File: src/rtl/alu_sequencer.sv
// alu_sequencer: owns acc/breg, steps the external combinational add/subtract unit, updates z/n/c flags.
// Latency: ADD/SUB/CMP done pulses 2 cycles after accept, LDA 1 cycle; next accept one cycle after done.
// Backpressure: cmd_ready high only in IDLE; commands offered while busy are ignored, not queued.
// Optional build: define ALU_CHECK_EN to add the expected-result compare that drives the sticky err flag.
module alu_sequencer #(
  parameter int WIDTH = 8
) (
  input  logic             clk,
  input  logic             clr_n,
  input  logic             cmd_valid,
  output logic             cmd_ready,
  input  logic [1:0]       cmd_op,
  input  logic [WIDTH-1:0] bus_in,
  output logic [WIDTH-1:0] alu_a,
  output logic [WIDTH-1:0] alu_b,
  output logic             alu_su,
  output logic             alu_eu,
  input  logic [WIDTH-1:0] alu_s,
  output logic [WIDTH-1:0] acc,
  output logic             flag_z,
  output logic             flag_n,
  output logic             flag_c,
  output logic             done,
  output logic             err
);

  typedef enum logic [1:0] {
    ST_IDLE = 2'd0,
    ST_EXEC = 2'd1,
    ST_DONE = 2'd2
  } state_e;

  localparam logic [1:0] OP_ADD = 2'b00;
  localparam logic [1:0] OP_SUB = 2'b01;
  localparam logic [1:0] OP_LDA = 2'b10;
  localparam logic [1:0] OP_CMP = 2'b11;

  state_e           state_q, state_d;
  logic [WIDTH-1:0] acc_q, acc_d;
  logic [WIDTH-1:0] breg_q, breg_d;
  logic [1:0]       op_q, op_d;
  logic             z_q, z_d;
  logic             n_q, n_d;
  logic             c_q, c_d;

  logic             accept;
  logic             add_carry;
  logic             sub_borrow;

  assign accept = cmd_valid && (state_q == ST_IDLE);

  // acc + breg overflows exactly when acc exceeds (2^WIDTH-1) - breg, i.e. ~breg;
  // the carry is derived locally so a faulty adder cannot corrupt it.
  assign add_carry  = (acc_q > ~breg_q);
  assign sub_borrow = (acc_q < breg_q);

  // State and datapath registers; reset aborts any command in flight.
  always_ff @(posedge clk or negedge clr_n) begin
    if (!clr_n) begin
      state_q <= ST_IDLE;
      acc_q   <= '0;
      breg_q  <= '0;
      op_q    <= OP_ADD;
      z_q     <= 1'b0;
      n_q     <= 1'b0;
      c_q     <= 1'b0;
    end else begin
      state_q <= state_d;
      acc_q   <= acc_d;
      breg_q  <= breg_d;
      op_q    <= op_d;
      z_q     <= z_d;
      n_q     <= n_d;
      c_q     <= c_d;
    end
  end

  // Next-state, operand capture, writeback and flag update.
  always_comb begin
    state_d = state_q;
    acc_d   = acc_q;
    breg_d  = breg_q;
    op_d    = op_q;
    z_d     = z_q;
    n_d     = n_q;
    c_d     = c_q;
    case (state_q)
      ST_IDLE: begin
        if (accept) begin
          breg_d = bus_in;
          op_d   = cmd_op;
          if (cmd_op == OP_LDA) begin
            // LDA completes at the accept edge; carry is left untouched.
            acc_d   = bus_in;
            z_d     = (bus_in == '0);
            n_d     = bus_in[WIDTH-1];
            state_d = ST_DONE;
          end else begin
            state_d = ST_EXEC;
          end
        end
      end
      ST_EXEC: begin
        if (op_q != OP_CMP) begin
          acc_d = alu_s;
        end
        z_d     = (alu_s == '0);
        n_d     = alu_s[WIDTH-1];
        c_d     = (op_q == OP_ADD) ? add_carry : sub_borrow;
        state_d = ST_DONE;
      end
      ST_DONE: begin
        state_d = ST_IDLE;
      end
      default: begin
        state_d = ST_IDLE;
      end
    endcase
  end

  // EXEC is only entered for ADD/SUB/CMP, so anything but ADD subtracts.
  assign alu_eu    = (state_q == ST_EXEC);
  assign alu_su    = (state_q == ST_EXEC) && (op_q != OP_ADD);
  assign alu_a     = acc_q;
  assign alu_b     = breg_q;
  assign cmd_ready = (state_q == ST_IDLE);
  assign done      = (state_q == ST_DONE);
  assign acc       = acc_q;
  assign flag_z    = z_q;
  assign flag_n    = n_q;
  assign flag_c    = c_q;

`ifdef ALU_CHECK_EN
  logic             err_q;
  logic [WIDTH-1:0] expect_r;

  assign expect_r = (op_q == OP_ADD) ? (acc_q + breg_q) : (acc_q - breg_q);

  // Sticky mismatch between the adder output and the locally predicted result.
  always_ff @(posedge clk or negedge clr_n) begin
    if (!clr_n) begin
      err_q <= 1'b0;
    end else if ((state_q == ST_EXEC) && (alu_s != expect_r)) begin
      err_q <= 1'b1;
    end
  end

  assign err = err_q;
`else
  assign err = 1'b0;
`endif

endmodule

File: config.mk
export PLATFORM = sky130hd
export DESIGN_NAME = alu_sequencer
export DESIGN_NICKNAME = d
export VERILOG_FILES = /design/src/rtl/alu_sequencer.sv
export SDC_FILE = /design/constraint.sdc
export NUM_CORES = 1
export LEC_CHECK = 0
export CELL_PAD_IN_SITES_DETAIL_PLACEMENT = 1
export CELL_PAD_IN_SITES_GLOBAL_PLACEMENT = 2
export CORE_MARGIN = 5
export CORE_UTILIZATION = 28
export DETAILED_ROUTE_END_ITERATION = 12
export PLACE_DENSITY_LB_ADDON = 0.1
export RECOVER_POWER = 50
export SETUP_SLACK_MARGIN = 0.05
export SYNTH_ARGS = -nofsm -noshare
export SYNTH_HDL_FRONTEND = slang
export SYNTH_SLANG_ARGS = --single-unit
export TNS_END_PERCENT = 10
File: constraint.sdc
create_clock -name clk -period 3.4 [get_ports clk]
set_input_delay 0.68 -clock clk [delete_from_list [all_inputs] [get_ports clk]]
set_output_delay 0.68 -clock clk [all_outputs]
set_load 0.01 [all_outputs]
==> results of run 1 <==
cells in the final DEF (no fill, tap or decap), drive strengths merged, types with 5 or more instances in the layout:
cell type,instances
mux2i,8
clkbuf,5
clkdlybuf4s50,46
o21ai,17
dlygate4sd3,5
ha,16
nor4,5
inv,15
dfrtp,23
a21oi,6
nand2,20
nor2,9
through the flow:
step | utilization | cells | area, um^2 | worst slack [ps]
final | 0.3925 | 268 | 1992 | 993.8
after global routing | 0.3925 | 268 | 1992 | 915.8
after CTS | 0.3967 | 268 | 2013 | 934.8
after detailed placement | 0.3878 | 264 | 1968 | 1166
after global placement | 0.3878 | 264 | 1968 | 1216
after floorplan | - | 155 | 1463 | 1666
final cells by class:
| type | count | area [um^2] |
|---|---|---|
| Clock buffer | 4 | 45.04 |
| Sequential cell | 23 | 575.6 |
| Timing Repair Buffer | 52 | 514.2 |
| Inverter | 15 | 56.30 |
| Multi-Input combinational cell | 104 | 713.2 |
| Tap cell | 70 | 87.58 |
| Fill cell | 592 | 3083 |
routing by layer:
layer  wire (um)  global-route usage  vias up
li1            -                   -      606
met1        1869              0.1693      613
met2        1988              0.2236       39
met3         240             0.02495        4
met4          40             0.03987        0
met5           0                   0        -
worst paths after layout:
path                                        startpoint                  to  slack [ps]  depth (start not counted)
worst max-delay path            state_q[1]$_DFFE_PN0P_              alu_eu         990                          3
max in group asynchronous                        clr_n  acc[5]$_DFFE_PN0P_        1330                          2
worst min register to register      acc[0]$_DFFE_PN0P_  acc[0]$_DFFE_PN0P_         550                          2
min in group asynchronous                        clr_n  acc[4]$_DFFE_PN0P_        1260                          2
worst max register to register    alu_b[6]$_DFFE_PN0P_  flag_c$_DFFE_PN0P_        1570                          6
worst min-delay path                acc[0]$_DFFE_PN0P_  acc[0]$_DFFE_PN0P_         550                          2
worst max-delay path, cell delays in order (launching register included):
cell,delay (ps)
dfrtp_1,420
nand2b_4,180
inv_2,250
clkdlybuf4s50_1,600
flip-flops by register name, indices dropped and copies added, names as in the netlist:
register	cells
acc	8
alu_b	8
op_q	2
state_q	2
flag_c	1
flag_n	1
flag_z	1
cells by family (layout without fill, tap and decap cells):
logic type	after synthesis	after routing	synth area share
flops	23	23	0.3935
other cells	1	1	0.002564
buf+inv	28	71	0.1069
fa+ha+maj	16	16	0.1369
compound gates	33	33	0.1377
simple gates	44	44	0.1523
mux	10	10	0.07015
power breakdown:
group	switching, W	leakage (nW)	internal [W]	total, W
sequential	0.0000832	0.282	0.000351	0.000434
clock	0.0000930	0.0228	0.0000838	0.000177
combinational	0.000295	0.552	0.000332	0.000626
total	0.000471	0.856	0.000767	0.00124
==> results.toml, run 1 <==
[clocking]
htreeDepth = 1
cts_buffer_depth = 2
cts-resized-gates = 0
clock_latency_ps = 270
cts-buffers-inserted = 3
cts_tree = "done"
cts_setup_buffers = 0
clockRootBuffer = "clkbuf_8"
postCtsHoldBufs = 0
cts_sinks = 23
clkTransAtPathRegs_ps = 90

[floorplan]
start_util = 0.2882
dieHeight_um = 82.28
ios = 53
num_rows = 26
core_area_mm2 = 0.005075
die-area_mm2 = 0.006769
die_width_um = 82.28

[finish]
area_delta_synth_final_pct = 36.18
antenna_cells = 0
layout.nets = 236
drive_gt1_frac = 0.04545

[yosys]
yosysSeqAreaShare = 0.3935
ys_ff_latch = 23
netlist_top_cells_count = "dfrtp_1, nand2_1, ha_1"
avgSynthCellArea_um2 = 9.436
netlist_instances = 155
netlist_top_cells_area = "dfrtp_1, ha_1, mux2i_1"
async_flop_share = 1.000
synth_nets = 192
synth_top_flop_cell = "dfrtp_1"
synth_area_mm2 = 0.001463
yosysWarningCount = 0
synth_top_area_cell = "dfrtp_1"
synth_top_area_frac = 0.3935
synth.most_common_cell = "dfrtp_1"
synth-edff-count = 0
synthDistinctLibCells = 32

[power]
vdd_drop_max_v = 0.0001938
total_power_w = 0.001237
p_per_area_mw_per_mm2 = 621.2
p_leak_nw = 0.8563

[placement]
gp_congestion = 0.7032
portBuffers = 51
dp_hpwl_mm = 3.278

[routing]
first_pass_iters = 4
first_iter_violations = 33
wirelength_mm = 4.137
vias = 1262
antenna_left = 0
via_per_inst = 4.709
wire_per_inst_um = 15.44
drcViolationCount = 0

[sta]
min_period_ps = 2406
rsz0062_at_grt = "false"
slew_headroom = 0.06892
max_clock_freq_mhz = 415.6
whs_ps = 547.1
timing.final.max_slew_violations = 0
setup_tns_ps = 0
final_hold_viol_count = 0
worstMarginPinSlew_ps = 1397
finalSetupViolCount = 0
fin_skew_ps = 1.773
finalCritPeriodShare = 0.7077

[global_route]
grt_max_degree = 24
overflow = 0
grt_pass1_wl_mm = 6.762
grt_pass1_vias = 1377
groute.usage.overall = 0.1321
antenna_found_initial = 0

[worst_setup_path]
arrival_ps = 1730
crit_fanout = 12
path_class = "reg -> out"
crit_required_ps = 2720
critPathCaptureType = "output port"
worstSetupStartpointType = "register"

[flow_run]
cap_violations = 0

[min_path]
hp-class = "reg -> reg"

[outcome]
status = "finished clean"
Power figures use the tool's default switching activity.
==> inputs of run 2 (changes only) <==
CORE_UTILIZATION = 23   (was 28)
clock period = 1.95 ns   (was 3.4 ns; I/O delays follow)
==> run 2 against run 1 <==
Against the previous run:
- sequential share of layout area down 0.86 points
- non-clock buffer count up 7
- die area up 19%
- register-to-register slack worse by 1400 ps
- hold slack worse by 2.6 ps
- power up 80%
- final area up 3.1%
- critical path type unchanged
==> results.toml, run 2 (synthesized netlist as in run 1, its figures left out) <==
[finish]
fin_cells = 282
layout.nets = 243
final_cell_mix = "clkdlybuf4s50_1, dfrtp_1, nand2_1, ha_1, o21ai_0"
drive_gt1_frac = 0.08293
final_common_cell = "clkdlybuf4s50_1"
fillerInstances = 717
antenna_cells = 0
postLayoutCoreUtil = 0.3271
area_delta_synth_final_pct = 40.38

[worst_setup_path]
crit_required_ps = 1560
worstSetupStartpointType = "register"
critPathCaptureType = "output port"
r2r_slack_ps = 150
path_class = "reg -> out"
crit_fanout = 4
arrival_ps = 1410

[clocking]
cts_buffer_depth = 2
cts-buffers-inserted = 3
clock_latency_ps = 270
htreeDepth = 1
clkTransAtPathRegs_ps = 100
clockRootBuffer = "clkbuf_8"
cts_tree = "done"
postCtsHoldBufs = 0
cts_sinks = 23

[placement]
gp_congestion = 0.7625
portBuffers = 51
dp_hpwl_mm = 3.613
dp.cells = 276

[floorplan]
start_util = 0.2330
die-area_mm2 = 0.008054
dieHeight_um = 89.75
num_rows = 29
core_area_mm2 = 0.006277
die_width_um = 89.75
ios = 53

[routing]
vias = 1278
first_iter_violations = 13
via_per_inst = 4.532
drcViolationCount = 0
wire_per_inst_um = 16.07
wl_met3_um = 234
antenna_left = 0
wl_met1_mm = 2.144
top_layer_used = "met4"
wirelength_mm = 4.533
dr_wl_met2_mm = 2.131
first_pass_iters = 4

[flow_run]
cap_violations = 0

[sta]
worstMarginPinSlew_ps = 640.1
final_hold_viol_count = 0
slew_headroom = 0.5733
timing.final.max_slew_violations = 0
fin_skew_ps = 7.986
min_period_ps = 1797
finalCritPeriodShare = 0.9214
max_clock_freq_mhz = 556.6
rsz0062_at_grt = "false"
setup_tns_ps = 0
finalSetupViolCount = 0

[power]
vdd_drop_max_v = 0.0003354
p_leak_nw = 0.8994
total_power_w = 0.002228
p_per_area_mw_per_mm2 = 1085

[global_route]
grt_pass1_vias = 1414
grt_pass1_wl_mm = 7.562
overflow = 0
groute.usage.overall = 0.1153
grt_max_degree = 24
antenna_found_initial = 0

[outcome]
status = "finished clean"

[min_path]
hp-class = "reg -> reg"
[run 2: cell types whose count changed in the layout (fill, tap and decap cells not counted), sizes merged]
cell           delta
dlygate4sd3       -4
clkbuf            +1
buf               +5
dlygate4sd2       +2
clkdlybuf4s50     +2
clkinv            +1
[run 2: layout make-up]
class	count	area, um^2	area share
timing repair buffer	59	559.3	0.2724
sequential	23	575.6	0.2803
clock buffer	3	41.29	0.02011
tap	77	96.34	0.04692
multi-input combinational	104	716.9	0.3492
inverter	15	58.81	0.02864
clock inverter	1	5.005	0.002438
[run 2: power breakdown]
group	switching [W]	internal [W]	leakage, nW
Sequential	0.000150	0.000612	0.282
Combinational	0.000542	0.000610	0.592
Clock	0.000171	0.000143	0.0255
Total	0.000863	0.00136	0.899
[run 2: path summary, 6_finish.rpt]
check,from,end,cells past startpoint
setup / recovery,state_q[0]$_DFFE_PN0P_,cmd_ready,2
hold / removal,flag_n$_DFFE_PN0P_,flag_n$_DFFE_PN0P_,2
setup reg to reg,acc[6]$_DFFE_PN0P_,flag_c$_DFFE_PN0P_,4
hold reg to reg,flag_n$_DFFE_PN0P_,flag_n$_DFFE_PN0P_,2
max in group asynchronous,clr_n,flag_z$_DFFE_PN0P_,2
min in group asynchronous,clr_n,alu_b[6]$_DFFE_PN0P_,2
[run 2: metal layers]
| layer | GRT usage | up-vias |
|---|---|---|
| met4 | 0.02645 | 0 |
| met5 | 0 | - |
| li1 | - | 621 |
| met2 | 0.1915 | 36 |
| met1 | 0.1553 | 619 |
| met3 | 0.02003 | 2 |
[run 2: metrics by stage]
step	hold slack, ps	setup WS (ps)	cell area [um^2]
floorplan	94.41	216.0	1463
global placement	510.0	163.9	2014
detailed placement	523.6	151.1	2014
CTS	496.0	128.6	2061
global route	586.8	52.04	2053
finish	544.5	153.3	2053
[run 2: repair_timing]
action,4_1_cts,5_1_grt
resized for setup,3,0
setup endpoints to repair,2,1
setup buffers,0,2
[run 2: critical path, cell delays in order, from the launching register on]
cell and delay [ps]:
dfrtp_1 450, nor2_1 130, clkdlybuf4s50_1 550
==> variant 1, RTL diff (settings of run 1) <==
Put one more register stage on the output `flag_z`, with the module's reset. The value now appears one clock later. The other outputs are not delayed to match.
--- a/src/rtl/alu_sequencer.sv
+++ b/src/rtl/alu_sequencer.sv
@@ -126,7 +126,13 @@
   assign cmd_ready = (state_q == ST_IDLE);
   assign done      = (state_q == ST_DONE);
   assign acc       = acc_q;
-  assign flag_z    = z_q;
+  always_ff @(posedge clk or negedge clr_n) begin
+    if (!clr_n) begin
+      flag_z <= '0;
+    end else begin
+      flag_z <= z_q;
+    end
+  end
   assign flag_n    = n_q;
   assign flag_c    = c_q;
 
Function: changed (Yosys sat finds a counterexample within 4 cycles, from zero or initial values).
==> variant 1 against run 1 <==
Sequential cell count increased by 1; design area increased by 2.1%; maximum frequency about the same; wire length decreased by 2.8%; count of clock-buffer cells in the layout unchanged; area after synthesis increased by 1.7%; total power increased by 2.8%; setup slack improved by 1.7 ps; first-iteration DRC count decreased by 58%; highest routed layer unchanged.
==> variant 1: results (changes against run 1) <==
largest net degree at the start of global routing -> 25 (+4.2%)
first-pass GRT wire length -> 7.031 mm (+4.0%)
met3 wire len -> 186 um (-23%)
GRT Overall Usage -> 0.1229 (-0.009179)
Buffers on Ports -> 51 (unchanged)
internal cell power -> 0.8002 mW (+4.4%)
routed wl met2 -> 1.960 mm (-1.4%)
max incr delay on CP -> 610 ps
GP Congestion -> 0.7308 (+3.9%)
Combinational Power Share -> 0.486 (-0.020)
Seq/Total Area, Yosys -> 0.4037 (+0.01020)
outcome -> finished clean
Clk Latency, worst-skew pair -> 270 ps (about the same)
CP Data Arrival Time -> 1720 ps
# fillers -> 616 (+4.1%)
Hold WC Path Type -> reg -> reg
worst vdd ir -> 0.0002284 V (+18%)
syn nets -> 193 (+0.52%)
# nets final -> 237 (+0.42%)
drt total wl -> 4.022 mm (-2.8%)
M1 WL -> 1.858 mm (-0.59%)
vias in the first global route -> 1415 (+2.8%)
clock skew -> 1.633 ps (-0.1410 ps)
P_comb -> 0.619 mW (-1%)
initial DRC count -> 14 (-58%)
HPWL Detailed -> 3.251 mm (-0.83%)
met2 Use GR -> 0.2114 (-0.01219)
M3 GR Usage -> 0.03267 (+0.007727)
top cells by area, synth -> dfrtp_1, ha_1, mux2i_1
most frequent cells after synthesis -> dfrtp_1, nand2_1, ha_1
dpl cell area -> 1993 um^2 (+1.3%)
Reg clk slew, reported paths -> 90 ps (about the same)
placed cell count -> 265 (+0.38%)
Max transition margin -> 0.07669 (+0.007766)
share of cells above drive strength 1 -> 0.05528 (+0.009822)
Pleak -> 0.8741 nW (+2.1%)
vias -> 1235 (-2.1%)
Gate Count Post-Synth -> 156 (+0.65%)
synth unique cells -> 32 (unchanged)
wire per inst -> 14.95 um (-3.1%)
met1 Use GR -> 0.1536 (-0.01572)
clock power share -> 0.159 (+0.016)
## variant 1: changes by cell type after synthesis, sizes merged
| cell | before | now |
|---|---|---|
| dfrtp | 23 | 24 |
## variant 1: path summary, 6_finish.rpt
check | end | slack (ps) | start | depth (start not counted)
worst max-delay path | alu_eu | 1000 | state_q[1] | 3
worst min-delay path | flag_z | 380 | z_q | 0
worst max register to register | op_q[0] | 1530 | state_q[0] | 3
worst min register to register | flag_z | 380 | z_q | 0
max in group asynchronous | alu_b[3] | 1350 | clr_n | 2
min in group asynchronous | flag_n | 1240 | clr_n | 2
## variant 1: metrics by stage
step | hold WS [ps] | setup slack, ps
2_1_floorplan | 354.3 | 1666
4_1_cts | 388.8 | 949.7
3_3_place_gp | 364.1 | 1219
3_5_place_dp | 367.2 | 1162
6_report | 384.4 | 995.5
5_1_grt | 408.0 | 920.2
## variant 1: logic make-up after synthesis
kind of cell,synth area share
adder cells (fa/ha/maj),0.1346
AO/OA/AOI/OAI,0.1354
buffers and inverters,0.1051
flip-flops,0.4037
AND/OR/NAND/NOR,0.1497
other,0.002521
multiplexers,0.06897
## variant 1: area by class of cell
type / instances / area [um^2] / area share
Multi-Input combinational cell: 104 / 719.4 / 0.3538
Timing Repair Buffer: 52 / 514.2 / 0.2529
Sequential cell: 24 / 600.6 / 0.2954
Inverter: 15 / 56.30 / 0.02769
Clock buffer: 4 / 55.05 / 0.02708
Tap cell: 70 / 87.58 / 0.04308
## variant 1: worst max-delay path: cells and delay by family, from the launching register on
| family | cells | cell delay, ps |
|---|---|---|
| simple gates | 1 | 180 |
| buf+inv | 2 | 860 |
| flops | 1 | 420 |
==> variant 2, RTL diff (config.mk and constraints of run 1) <==
Without the edit above. Add a define of `ALU_CHECK_EN`.
--- a/src/rtl/alu_sequencer.sv
+++ b/src/rtl/alu_sequencer.sv
@@ -2,6 +2,8 @@
 // Latency: ADD/SUB/CMP done pulses 2 cycles after accept, LDA 1 cycle; next accept one cycle after done.
 // Backpressure: cmd_ready high only in IDLE; commands offered while busy are ignored, not queued.
 // Optional build: define ALU_CHECK_EN to add the expected-result compare that drives the sticky err flag.
+`define ALU_CHECK_EN
+
 module alu_sequencer #(
   parameter int WIDTH = 8
 ) (
Behaviour: not the same (Yosys sat finds a counterexample within 4 cycles, from zero or initial values).
==> variant 2 against run 1 <==
Setup slack worse by 250 ps; wire length is 64% higher; first-iteration DRC count is 70% higher; non-clock buffer count is 4 higher; critical path depth stayed put; sequential cell count is 1 higher; design area is 30% higher; total power is 51% higher; area after synthesis is 38% higher; global-route usage is 2.4 points higher; critical endpoint is now alu_su.
==> variant 2: results (changes against run 1) <==
outcome -> finished clean
Detailed Routing Iterations Pass 1 -> 4 (unchanged)
CTS H-tree lvls -> 1 (unchanged)
Clk Latency, worst-skew pair -> 270 ps (about the same)
Buffers on Ports -> 52 (+2.0%)
largest net degree at the start of global routing -> 25 (+4.2%)
Top Layer Used -> met4
post-cts resize count -> 0 (unchanged)
routed wl met2 -> 3.134 mm (+58%)
share of cells above drive strength 1 -> 0.04059 (-0.004864)
top cells by area, synth -> dfrtp_1, ha_1, o21ai_0
Post-Synth XOR/XNOR Area -> 0.04762 (+0.04762)
worst r2r dst -> err
M1 WL -> 3.390 mm (+81%)
Seq/Total Area, Yosys -> 0.2968 (-0.09665)
# nets final -> 313 (+33%)
pre-CTS setup slack -> 537.5 ps (-629.0 ps)
worst vdd ir -> 0.0002427 V (+25%)
GRT Overall Usage -> 0.1560 (+0.02398)
CP Launch Point -> op_q[1]
setup bufs post-CTS -> 0 (unchanged)
wire per inst -> 18.30 um (+19%)
placed cell count -> 366 (+39%)
Synth Area in Compound Gates -> 0.1917 (+0.05399)
FF-to-FF setup slack -> 740 ps (-830 ps)
slowest CP cell -> nor2_1
Hold WC Path Type -> reg -> reg
Worst Max-Slew Pin Slew -> 1496 ps (+98.96 ps)
hold slack -> 543.6 ps (-3.422 ps)
Vias/cell -> 4.905 (+4.2%)
FFs w/ async S/R, synth -> 1.000 (unchanged)
mux contribution to synthesized area -> 0.06061 (-0.009539)
vias -> 1815 (+44%)
Yosys warnings -> 0 (unchanged)
Gate Count Post-Synth -> 231 (+49%)
syn nets -> 272 (+42%)
post-synthesis adder-cell area fraction -> 0.1311 (-0.005762)
max incr delay on CP -> 650 ps (+50 ps)
Reg-to-Reg Start -> acc[3]
Pleak -> 1.078 nW (+26%)
GP Congestion -> 0.8100 (+15%)
vias in the first global route -> 1979 (+44%)
worst min-delay path startpoint -> flag_n
top_reg_cell synth -> dfrtp_1
HPWL Detailed -> 5.272 mm (+61%)
Reg2Reg Depth -> 7 (+1)
Bufs on Longest Clock Path -> 2 (unchanged)
dpl cell area -> 2551 um^2 (+30%)
Hold EP -> flag_n
hold depth -> 2 (unchanged)
most frequent cells after synthesis -> dfrtp_1, nand2_1, o21ai_0
met3 wire len -> 181 um (-25%)
Crit Path Max Fanout -> 8 (-4)
first-pass GRT wire length -> 10.83 mm (+60%)
clock skew -> 5.884 ps (+4.110 ps)
initial DRC count -> 56 (+70%)
CP Data Arrival Time -> 1980 ps (+250 ps)
synth unique cells -> 49 (+53%)
variant 2: cell count changes after synthesis, sizes merged, moves of 3 or more:
| cell | run 1 | this run |
|---|---|---|
| nor2b | 2 | 6 |
| o21ai | 17 | 22 |
| nor3 | 0 | 5 |
| a21oi | 6 | 9 |
| xor2 | 0 | 6 |
| clkbuf | 0 | 7 |
| nor2 | 9 | 12 |
| xnor2 | 0 | 5 |
| o21bai | 1 | 5 |
variant 2: how the worst max path moves through the flow:
| stage | end | slack, ps |
|---|---|---|
| after floorplan | err | 1000 |
| after global placement | err | 610 |
| after detailed placement | err | 540 |
| after CTS | alu_su | 720 |
| after global routing | err | 580 |
| final | alu_su | 740 |
variant 2: kinds of logic (layout without fill, tap and decap cells):
logic type	Yosys count	in the layout
AO/OA/AOI/OAI	59	59
XOR/XNOR	11	11
adder cells (fa/ha/maj)	20	20
buffers and inverters	37	77
flip-flops	24	24
multiplexers	12	12
AND/OR/NAND/NOR	68	68
variant 2: critical path, delay by kind of cell, from the launching register on:
family                 cells  cell delay, ps
buffers and inverters      1             520
and+or+nand+nor            2             760
DFF                        1             430
variant 2: layout make-up:
cell class	instances	area, um^2
Clock buffer	4	55.05
Fill cell	861	4538
Inverter	17	63.81
Multi-Input combinational cell	170	1212
Sequential cell	24	600.6
Tap cell	99	123.9
Timing Repair Buffer	56	543.0
variant 2: power by group:
group	total [mW]	switching (mW)	internal (mW)
clock network	0.205	0.102	0.104
registers	0.459	0.0963	0.363
logic	1.21	0.658	0.552
variant 2: per-layer routing:
layer,track usage,up-vias
li1,-,881
met1,0.2227,896
met2,0.2496,34
met3,0.02072,4
met4,0.03486,0
met5,0,-
